<file path="src/rtl/wb_port_arbiter_pkg.sv">
// rtl/wb_port_arbiter_pkg.sv - shared constants for the write-back port arbiter
// Contents: RegDst decode codes, the link register address and the grant source
// codes that also appear on the last_grant debug output.
package wb_port_arbiter_pkg;

  // alu_regdst codes; 2'b11 selects register 0 (write suppressed)
  localparam logic [1:0] REGDST_RT   = 2'b00;
  localparam logic [1:0] REGDST_RD   = 2'b01;
  localparam logic [1:0] REGDST_RA   = 2'b10;
  localparam logic [1:0] REGDST_ZERO = 2'b11;

  localparam logic [4:0] RA_ADDR = 5'd31;

  typedef enum logic [1:0] {
    GRANT_NONE = 2'b00,
    GRANT_ALU  = 2'b01,
    GRANT_LD   = 2'b10,
    GRANT_LNK  = 2'b11
  } grant_e;

endpackage

</file>
<file path="src/rtl/wb_starve_ctr.sv">
// rtl/wb_starve_ctr.sv - per-requester wait counter with urgent flag
// Ports:
//   clock   in  system clock, rising edge
//   reset   in  synchronous, active-high
//   req     in  requester is asking for the write port
//   ack     in  requester was granted this cycle
//   urgent  out counter has reached LIMIT
// Counts every cycle a request waits, hold cycles included, so a requester
// stalled behind hold still ages toward urgency.
module wb_starve_ctr #(
  parameter int unsigned LIMIT = 4
) (
  input  logic clock,
  input  logic reset,
  input  logic req,
  input  logic ack,
  output logic urgent
);

  localparam int unsigned CW = $clog2(LIMIT + 1);
  localparam logic [CW-1:0] LIM = CW'(LIMIT);

  logic [CW-1:0] cnt_d, cnt_q;

  always_comb begin
    cnt_d = cnt_q;
    if (!req || ack) begin
      cnt_d = '0;
    end else if (cnt_q != LIM) begin
      cnt_d = cnt_q + 1'b1;
    end
  end

  always_ff @(posedge clock) begin
    if (reset) begin
      cnt_q <= '0;
    end else begin
      cnt_q <= cnt_d;
    end
  end

  assign urgent = (cnt_q == LIM);

endmodule

</file>
<file path="src/rtl/wb_port_arbiter.sv">
// rtl/wb_port_arbiter.sv - register-file write port arbiter for ALU/load/link
// Ports:
//   clock, reset                    clock and synchronous active-high reset
//   hold                            suppresses all grants for the cycle
//   alu_req/rt/rd/regdst/data/ack   ALU write-back request, same-cycle ack
//   ld_req/addr/data/ack            load write-back request, same-cycle ack
//   lnk_req/data/ack                link write (to RA_ADDR), same-cycle ack
//   rf_we/rf_waddr/rf_wdata         registered register-file write port
//   last_grant                      registered source of the last grant
module wb_port_arbiter #(
  parameter int unsigned          DATA_W       = 32,
  parameter int unsigned          ADDR_W       = 5,
  parameter logic [ADDR_W-1:0]    RA_ADDR      = wb_port_arbiter_pkg::RA_ADDR,
  parameter int unsigned          STARVE_LIMIT = 4
) (
  input  logic              clock,
  input  logic              reset,
  input  logic              hold,
  input  logic              alu_req,
  input  logic [ADDR_W-1:0] alu_rt,
  input  logic [ADDR_W-1:0] alu_rd,
  input  logic [1:0]        alu_regdst,
  input  logic [DATA_W-1:0] alu_data,
  output logic              alu_ack,
  input  logic              ld_req,
  input  logic [ADDR_W-1:0] ld_addr,
  input  logic [DATA_W-1:0] ld_data,
  output logic              ld_ack,
  input  logic              lnk_req,
  input  logic [DATA_W-1:0] lnk_data,
  output logic              lnk_ack,
  output logic              rf_we,
  output logic [ADDR_W-1:0] rf_waddr,
  output logic [DATA_W-1:0] rf_wdata,
  output logic [1:0]        last_grant
);

  import wb_port_arbiter_pkg::*;

  logic              alu_urgent, ld_urgent, lnk_urgent;
  grant_e            grant;
  logic [ADDR_W-1:0] alu_addr;
  logic [ADDR_W-1:0] sel_addr;
  logic [DATA_W-1:0] sel_data;

  logic              rf_we_d, rf_we_q;
  logic [ADDR_W-1:0] rf_waddr_d, rf_waddr_q;
  logic [DATA_W-1:0] rf_wdata_d, rf_wdata_q;
  grant_e            last_grant_d, last_grant_q;

  wb_starve_ctr #(.LIMIT(STARVE_LIMIT)) u_alu_ctr (
    .clock(clock), .reset(reset), .req(alu_req), .ack(alu_ack), .urgent(alu_urgent)
  );
  wb_starve_ctr #(.LIMIT(STARVE_LIMIT)) u_ld_ctr (
    .clock(clock), .reset(reset), .req(ld_req), .ack(ld_ack), .urgent(ld_urgent)
  );
  wb_starve_ctr #(.LIMIT(STARVE_LIMIT)) u_lnk_ctr (
    .clock(clock), .reset(reset), .req(lnk_req), .ack(lnk_ack), .urgent(lnk_urgent)
  );

  always_comb begin
    alu_addr = '0;
    case (alu_regdst)
      REGDST_RT: alu_addr = alu_rt;
      REGDST_RD: alu_addr = alu_rd;
      REGDST_RA: alu_addr = RA_ADDR;
      default:   alu_addr = '0;
    endcase
  end

  // Urgent class first, then ld > alu > lnk. The urgent flag comes from the
  // previous cycle's count, so it is qualified with the live req in case the
  // requester has just withdrawn.
  always_comb begin
    grant = GRANT_NONE;
    if (!reset && !hold) begin
      if (ld_req && ld_urgent)        grant = GRANT_LD;
      else if (alu_req && alu_urgent) grant = GRANT_ALU;
      else if (lnk_req && lnk_urgent) grant = GRANT_LNK;
      else if (ld_req)                grant = GRANT_LD;
      else if (alu_req)               grant = GRANT_ALU;
      else if (lnk_req)               grant = GRANT_LNK;
    end
  end

  assign alu_ack = (grant == GRANT_ALU);
  assign ld_ack  = (grant == GRANT_LD);
  assign lnk_ack = (grant == GRANT_LNK);

  always_comb begin
    sel_addr = '0;
    sel_data = '0;
    case (grant)
      GRANT_ALU: begin sel_addr = alu_addr; sel_data = alu_data; end
      GRANT_LD:  begin sel_addr = ld_addr;  sel_data = ld_data;  end
      GRANT_LNK: begin sel_addr = RA_ADDR;  sel_data = lnk_data; end
      default:   begin sel_addr = '0;       sel_data = '0;       end
    endcase
  end

  // Register 0 is hard-wired, so a grant to it is consumed without a write.
  always_comb begin
    rf_we_d      = 1'b0;
    rf_waddr_d   = rf_waddr_q;
    rf_wdata_d   = rf_wdata_q;
    last_grant_d = GRANT_NONE;
    if (grant != GRANT_NONE) begin
      rf_we_d      = (sel_addr != '0);
      rf_waddr_d   = sel_addr;
      rf_wdata_d   = sel_data;
      last_grant_d = grant;
    end
  end

  always_ff @(posedge clock) begin
    if (reset) begin
      rf_we_q      <= 1'b0;
      rf_waddr_q   <= '0;
      rf_wdata_q   <= '0;
      last_grant_q <= GRANT_NONE;
    end else begin
      rf_we_q      <= rf_we_d;
      rf_waddr_q   <= rf_waddr_d;
      rf_wdata_q   <= rf_wdata_d;
      last_grant_q <= last_grant_d;
    end
  end

  assign rf_we      = rf_we_q;
  assign rf_waddr   = rf_waddr_q;
  assign rf_wdata   = rf_wdata_q;
  assign last_grant = last_grant_q;

endmodule

</file>
<file path="config.mk">
export PLATFORM = sky130hd
export DESIGN_NAME = wb_port_arbiter
export DESIGN_NICKNAME = d
export VERILOG_FILES = /design/src/rtl/wb_port_arbiter_pkg.sv /design/src/rtl/wb_starve_ctr.sv /design/src/rtl/wb_port_arbiter.sv
export SDC_FILE = /design/constraint.sdc
export NUM_CORES = 1
export LEC_CHECK = 0
export CAP_MARGIN = 20
export CORE_ASPECT_RATIO = 1.5
export CORE_MARGIN = 8
export CORE_UTILIZATION = 38
export CTS_CLUSTER_SIZE = 8
export DETAILED_ROUTE_END_ITERATION = 10
export GPL_ROUTABILITY_DRIVEN = 0
export GPL_TIMING_DRIVEN = 0
export HOLD_SLACK_MARGIN = 0.12
export PLACE_DENSITY = 0.8
export SLEW_MARGIN = 10
export SYNTH_ARGS = -nofsm -noshare
export SYNTH_HDL_FRONTEND = slang
export SYNTH_HIERARCHICAL = 1
export SYNTH_SLANG_ARGS = --single-unit
</file>
<file path="constraint.sdc">
create_clock -name clock -period 2.7 [get_ports clock]
set_input_delay 0.54 -clock clock [delete_from_list [all_inputs] [get_ports clock]]
set_output_delay 0.54 -clock clock [all_outputs]
set_load 0.02 [all_outputs]
</file>
# Yosys cells after proc, flatten, opt, wreduce, memory -nomap -nowiden

Index checks and enable logic that the tools add are counted.

Add/sub/neg operators: 3
Equality and inequality tests: 11
Muxes and demuxes: 10
Bitwise gates (word level): 1
Reductions and logical operators: 19

Operators by type and width:

| cell                | count |
|---|---|
| $pmux 32 s3         | 1 |
| $pmux 5 s3          | 2 |
| $mux 2              | 7 |
| $add 3x1->3 const B | 3 |
| $eq 3x3->1 const B  | 3 |
| $ne 3x3->1 const B  | 3 |
| $reduce_or 2->1     | 4 |
| $eq 2x2->1 const B  | 3 |
| $logic_not 1->1     | 5 |
| $reduce_bool 5->1   | 1 |
| $eq 2x1->1 const B  | 2 |
| $logic_and 1x1->1   | 4 |
| $logic_or 1x1->1    | 3 |
| $logic_not 2->1     | 1 |
| $reduce_bool 2->1   | 1 |
| $not 1->1           | 1 |

Flip-flop bits (word level): 49
Output and inout bits: 43
Word-level logic and storage cells: 51

# Logic depth before layout (Yosys ltp)

Word-level depth: 10
Gate-level depth with buffers: 12
Mapped depth without buffers: 10

# Hierarchy

The synthesis kept the hierarchy.

Modules (own cells, without submodules):

| module          | times used | cells each | area an instance (sq um) | sequential area each (sq um) |
|---|---|---|---|---|
| wb_port_arbiter | 1          | 313        | 2,292.2                  | 800.8 |
| wb_starve_ctr   | 3          | 18         | 170.2                    | 60.1 |

# Least setup slack after synthesis

OpenSTA, ideal clock, no wires.

Path type: flip-flop to output port
From: register u_lnk_ctr.cnt_q[0]
To: output alu_ack
Arrival time: 1.989 ns
Required time: 2.160 ns
Path slack: 0.171 ns
Stages on the path, launching flop included: 11
Buffers on the path: 2
Cells stage by stage: dfxtp_1 -> inv_1 -> ha_1 -> and2_1 -> nand2b_1 -> a21oi_1 -> or2_1 -> clkbuf_1 -> clkinv_2 -> buf_4 -> nor2_1

Cells in the longest elaborated chain, start to end: 7

Ends and longest elaborated chain:

| what                   | line                  | source |
|---|---|---|
| from (decl)            | wb_starve_ctr.sv:23   | `logic [CW-1:0] cnt_d, cnt_q;` |
| from (signal assigned) | wb_starve_ctr.sv:38   | `cnt_q <= cnt_d;` |
| $eq 3x3->1             | wb_starve_ctr.sv:42   | `assign urgent = (cnt_q == LIM);` |
| net lnk_urgent         | wb_port_arbiter.sv:40 | `logic alu_urgent, ld_urgent, lnk_urgent;` |
| $logic_and 1x1->1      | wb_port_arbiter.sv:79 | `else if (lnk_req && lnk_urgent) grant = GRANT_LNK;` |
| $mux 2                 | wb_port_arbiter.sv:79 |  |
| $mux 2                 | wb_port_arbiter.sv:78 | `else if (alu_req && alu_urgent) grant = GRANT_ALU;` |
| $mux 2                 | wb_port_arbiter.sv:77 | `if (ld_req && ld_urgent) grant = GRANT_LD;` |
| $mux 2                 | wb_port_arbiter.sv:76 | `if (!reset && !hold) begin` |
| $eq 2x1->1             | wb_port_arbiter.sv:86 | `assign alu_ack = (grant == GRANT_ALU);` |
| to (decl)              | wb_port_arbiter.sv:24 | `output logic alu_ack,` |

The timed path passes the listed nets, and every way through them passes these cells.

# Worst setup path after layout

From: register u_alu_ctr.cnt_q[0]
To: output ld_ack

Cells in the longest elaborated chain, start to end: 6

Ends and longest elaborated chain:

| what                   | line                  | source |
|---|---|---|
| from (decl)            | wb_starve_ctr.sv:23   |  |
| from (signal assigned) | wb_starve_ctr.sv:38   |  |
| $eq 3x3->1             | wb_starve_ctr.sv:42   |  |
| net alu_urgent         | wb_port_arbiter.sv:40 |  |
| $logic_and 1x1->1      | wb_port_arbiter.sv:78 |  |
| $mux 2                 | wb_port_arbiter.sv:78 |  |
| $mux 2                 | wb_port_arbiter.sv:77 |  |
| $mux 2                 | wb_port_arbiter.sv:76 |  |
| $eq 2x2->1             | wb_port_arbiter.sv:87 | `assign ld_ack = (grant == GRANT_LD);` |
| to (decl)              | wb_port_arbiter.sv:28 | `output logic ld_ack,` |

The timed path passes the listed nets, and every way through them passes these cells.

==> flow_summary.toml <==
[route]
wire_per_inst_um = 16.7
highest_layer = "met4"
route.detailed.drc = 0
vias = 3372
ant_nets = 0
initialDrtViolationCount = 141
wl_met2_um = 6030
route.met3.wl_um = 659
vias_per_cell = 5.19
dr.pass1.iters = 4
wl_met1_um = 4000
wl_um = 10800

[yosys]
yosysWarnings = 6
synth_cell_types = 39
async_flop_share = 0
synth_seq_cells = 49
synth-edff-count = 0
syn-num-nets = 492
syn_area_per_cell_um2 = 7.64
synthCells = 367
synthFlopType = "dfxtp_1"
syn_area_um2 = 2800
yosysSeqAreaShare = 0.350

[floorplan]
die_x_um = 86.1
start_util = 0.390
dieArea_um2 = 10400
die_h_um = 121
core_um2 = 7180
pin_count = 162
row_count = 38

[global_route]
first_global_vias = 3381
grtUsageTotal = 0.201
antenna_found_initial = 0
grt_start_max_net_pins = 15
grt-ovfl-total = 0
grt_pass1_wl_um = 16700

[worst_setup_path]
reg2reg_from = "u_alu_ctr/cnt_q[0]$_SDFFE_PP0P_"
path_max_fanout = 8
end_kind = "primary output"
start_kind = "register"
worstReg2RegEnd = "rf_wdata[8]$_SDFFE_PP0N_"
crit_required_ns = 2.16
reg2reg_depth = 11
worstSetupPathType = "reg2out"
r2r_slack_ns = 0.23
worstPathArrival_ns = 2.12

[finish]
fin_area_um2 = 4820
drive_gt1_frac = 0.144
layout.nets = 674
fill_cells = 633
antennaDiodeCount = 0
area_growth_pct = 72.0
final_core_util = 0.671

[placed_design]
place_hpwl_um = 8410
io_buffers = 161
placed_area_um2 = 4540

[timing]
setup_viol = 0
post-route-period-util = 0.984
rsz0062_at_grt = "true"
tns_ns = 0
fin_skew_ns = 0.00531
fmax_ghz = 0.376
whs_ns = 0.480
slew_violations = 0
slew_headroom = 0.533
period_needed_ns = 2.66
worst_slew_pin_slew_ns = 0.700
hold_violations = 0

[flow_run]
maxCapViolCount = 0

[clock_tree]
insertion_delay_ns = 0.30
cts_buffers = 5
cts_max_level = 2
path_clk_slew_ns = 0.09
cts_root_buf = "clkbuf_8"
clockBufferDepth = 2
clock-sinks = 49
cts_tree = "yes"

[run_status]
outcome = "complete, no violations"

[power]
p_per_area_nw_per_um2 = 391
power_leakage_nw = 1.81
irDropWorstVdd_mv = 0.257

[min_path]
min_to = "u_ld_ctr/cnt_q[1]$_SDFFE_PP0P_"
hold_path_class = "reg2reg"
min_from = "u_ld_ctr/cnt_q[1]$_SDFFE_PP0P_"
min_delay_path_depth = 2
-- synthesized netlist by cell type (all sizes together) (2+ instances only) --
cell type	instances	area, um2
nor2	73	282
nand3	6	30.0
a21o	3	22.5
o22ai	2	12.5
a21oi	9	45.0
or3b	3	33.8
nand2b	5	31.3
a21bo	3	30.0
nand2	37	139
dfxtp	49	981
buf	16	114
ha	6	75.1
nor3	36	195
a211oi	32	245
clkbuf	13	48.8
o21ai	4	20.0
nor4	32	206
or2	2	12.5
inv	12	45.0
mux2i	5	50.1
and2	3	18.8
and3b	3	26.3
a221oi	6	83.8
-- through the flow --
| stage | total power [mW] | std cells | setup slack, ns |
|---|---|---|---|
| after floorplan | 1.09 | 367 | 0.171 |
| after global placement | 1.43 | 628 | -0.829 |
| after detailed placement | 1.44 | 628 | -0.843 |
| after CTS | 1.88 | 639 | 0.00357 |
| after global routing | 1.97 | 650 | -0.0527 |
| final | 1.89 | 650 | 0.0421 |
-- flip-flops by register name (all words and copies together) (netlist names) --
| name | flops |
|---|---|
| rf_wdata | 32 |
| rf_waddr | 5 |
| u_alu_ctr/cnt_q | 3 |
| u_ld_ctr/cnt_q | 3 |
| u_lnk_ctr/cnt_q | 3 |
| last_grant | 2 |
| rf_we | 1 |
-- critical path, stage by stage (launching register included) --
cell and delay [ns]:
dfxtp_2 0.34, inv_1 0.04, ha_2 0.21, and2_1 0.17, nand2b_1 0.16, a22oi_2 0.27
nand2b_4 0.17, buf_6 0.13, inv_4 0.07, nor2_4 0.12, buf_6 0.13
-- layout make-up --
type | instances | area (um2) | share of cell area
clock inverters | 2 | 10.0 | 0.00208
multi-input cells | 276 | 1660 | 0.345
plain buffers | 27 | 178 | 0.0369
repair buffers | 177 | 1730 | 0.358
clock buffers | 6 | 72.6 | 0.0151
inverters | 13 | 56.3 | 0.0117
flip-flops and latches | 49 | 988 | 0.205
well taps | 100 | 125 | 0.0260
-- cell usage in the layout (no fill, tap or decap), types with 2 or more instances in the layout --
master and n:
inv_1 9, ha_1 3, clkinv_2 2, a211oi_1 31, inv_2 2, buf_4 21
a21oi_1 8, dfxtp_1 43, a221oi_2 5, clkbuf_1 13, dlygate4sd2_1 3, buf_6 4
a21o_1 3, clkbuf_8 5, nor2_1 70, mux2i_1 5, a21bo_2 3, and2_1 2
and3b_1 3, nand2_1 36, buf_8 2, nor3_2 3, o22ai_1 2, ha_2 2
dfxtp_2 6, nor4_1 31, nor3_1 33, clkdlybuf4s50_1 155, nand3_1 6, nand2b_1 4
o21ai_0 4, nor2_4 2, or3b_4 3, buf_2 6
-- layer usage --
metal,up-vias,GRT usage
li1,1667,-
met1,1587,0.204
met2,106,0.380
met3,12,0.0583
met4,0,0.0573
met5,-,0
-- power by group --
part           internal, mW  switching (mW)  leakage, nW
combinational         0.355           0.295         1.36
sequential            0.779          0.0282        0.406
clock                 0.180           0.248       0.0450
total                  1.31           0.571         1.81
-- what timing repair did --
item / 4_1_cts / 5_1_grt
resized for setup: 42 / 8
pin swaps: 5 / 6
setup endpoints to repair: 5 / 3
setup buffers: 4 / 12
hold buffers: 0 / 0
-- kinds of logic (layout without fill, tap and decap cells) --
family,count (synthesis),after routing,synth area share
compound gates,63,63,0.177
simple gates,202,202,0.352
flops,49,49,0.350
buf+inv,42,225,0.0759
fa+ha+maj,6,6,0.0268
mux,5,5,0.0179
-- worst max path at each step --
| stage | depth (start not counted) | slack, ns | from | endpoint |
|---|---|---|---|---|
| floorplan | 10 | 0.17 | u_lnk_ctr/cnt_q[0]$_SDFFE_PP0P_ | alu_ack |
| global placement | 9 | -0.83 | reset | lnk_ack |
| detailed placement | 9 | -0.84 | reset | lnk_ack |
| CTS | 10 | 0.004 | u_ld_ctr/cnt_q[1]$_SDFFE_PP0P_ | lnk_ack |
| global route | 10 | -0.05 | u_alu_ctr/cnt_q[0]$_SDFFE_PP0P_ | ld_ack |
| finish | 10 | 0.04 | u_alu_ctr/cnt_q[0]$_SDFFE_PP0P_ | ld_ack |
No activity file was read; power rests on OpenSTA's default activity.
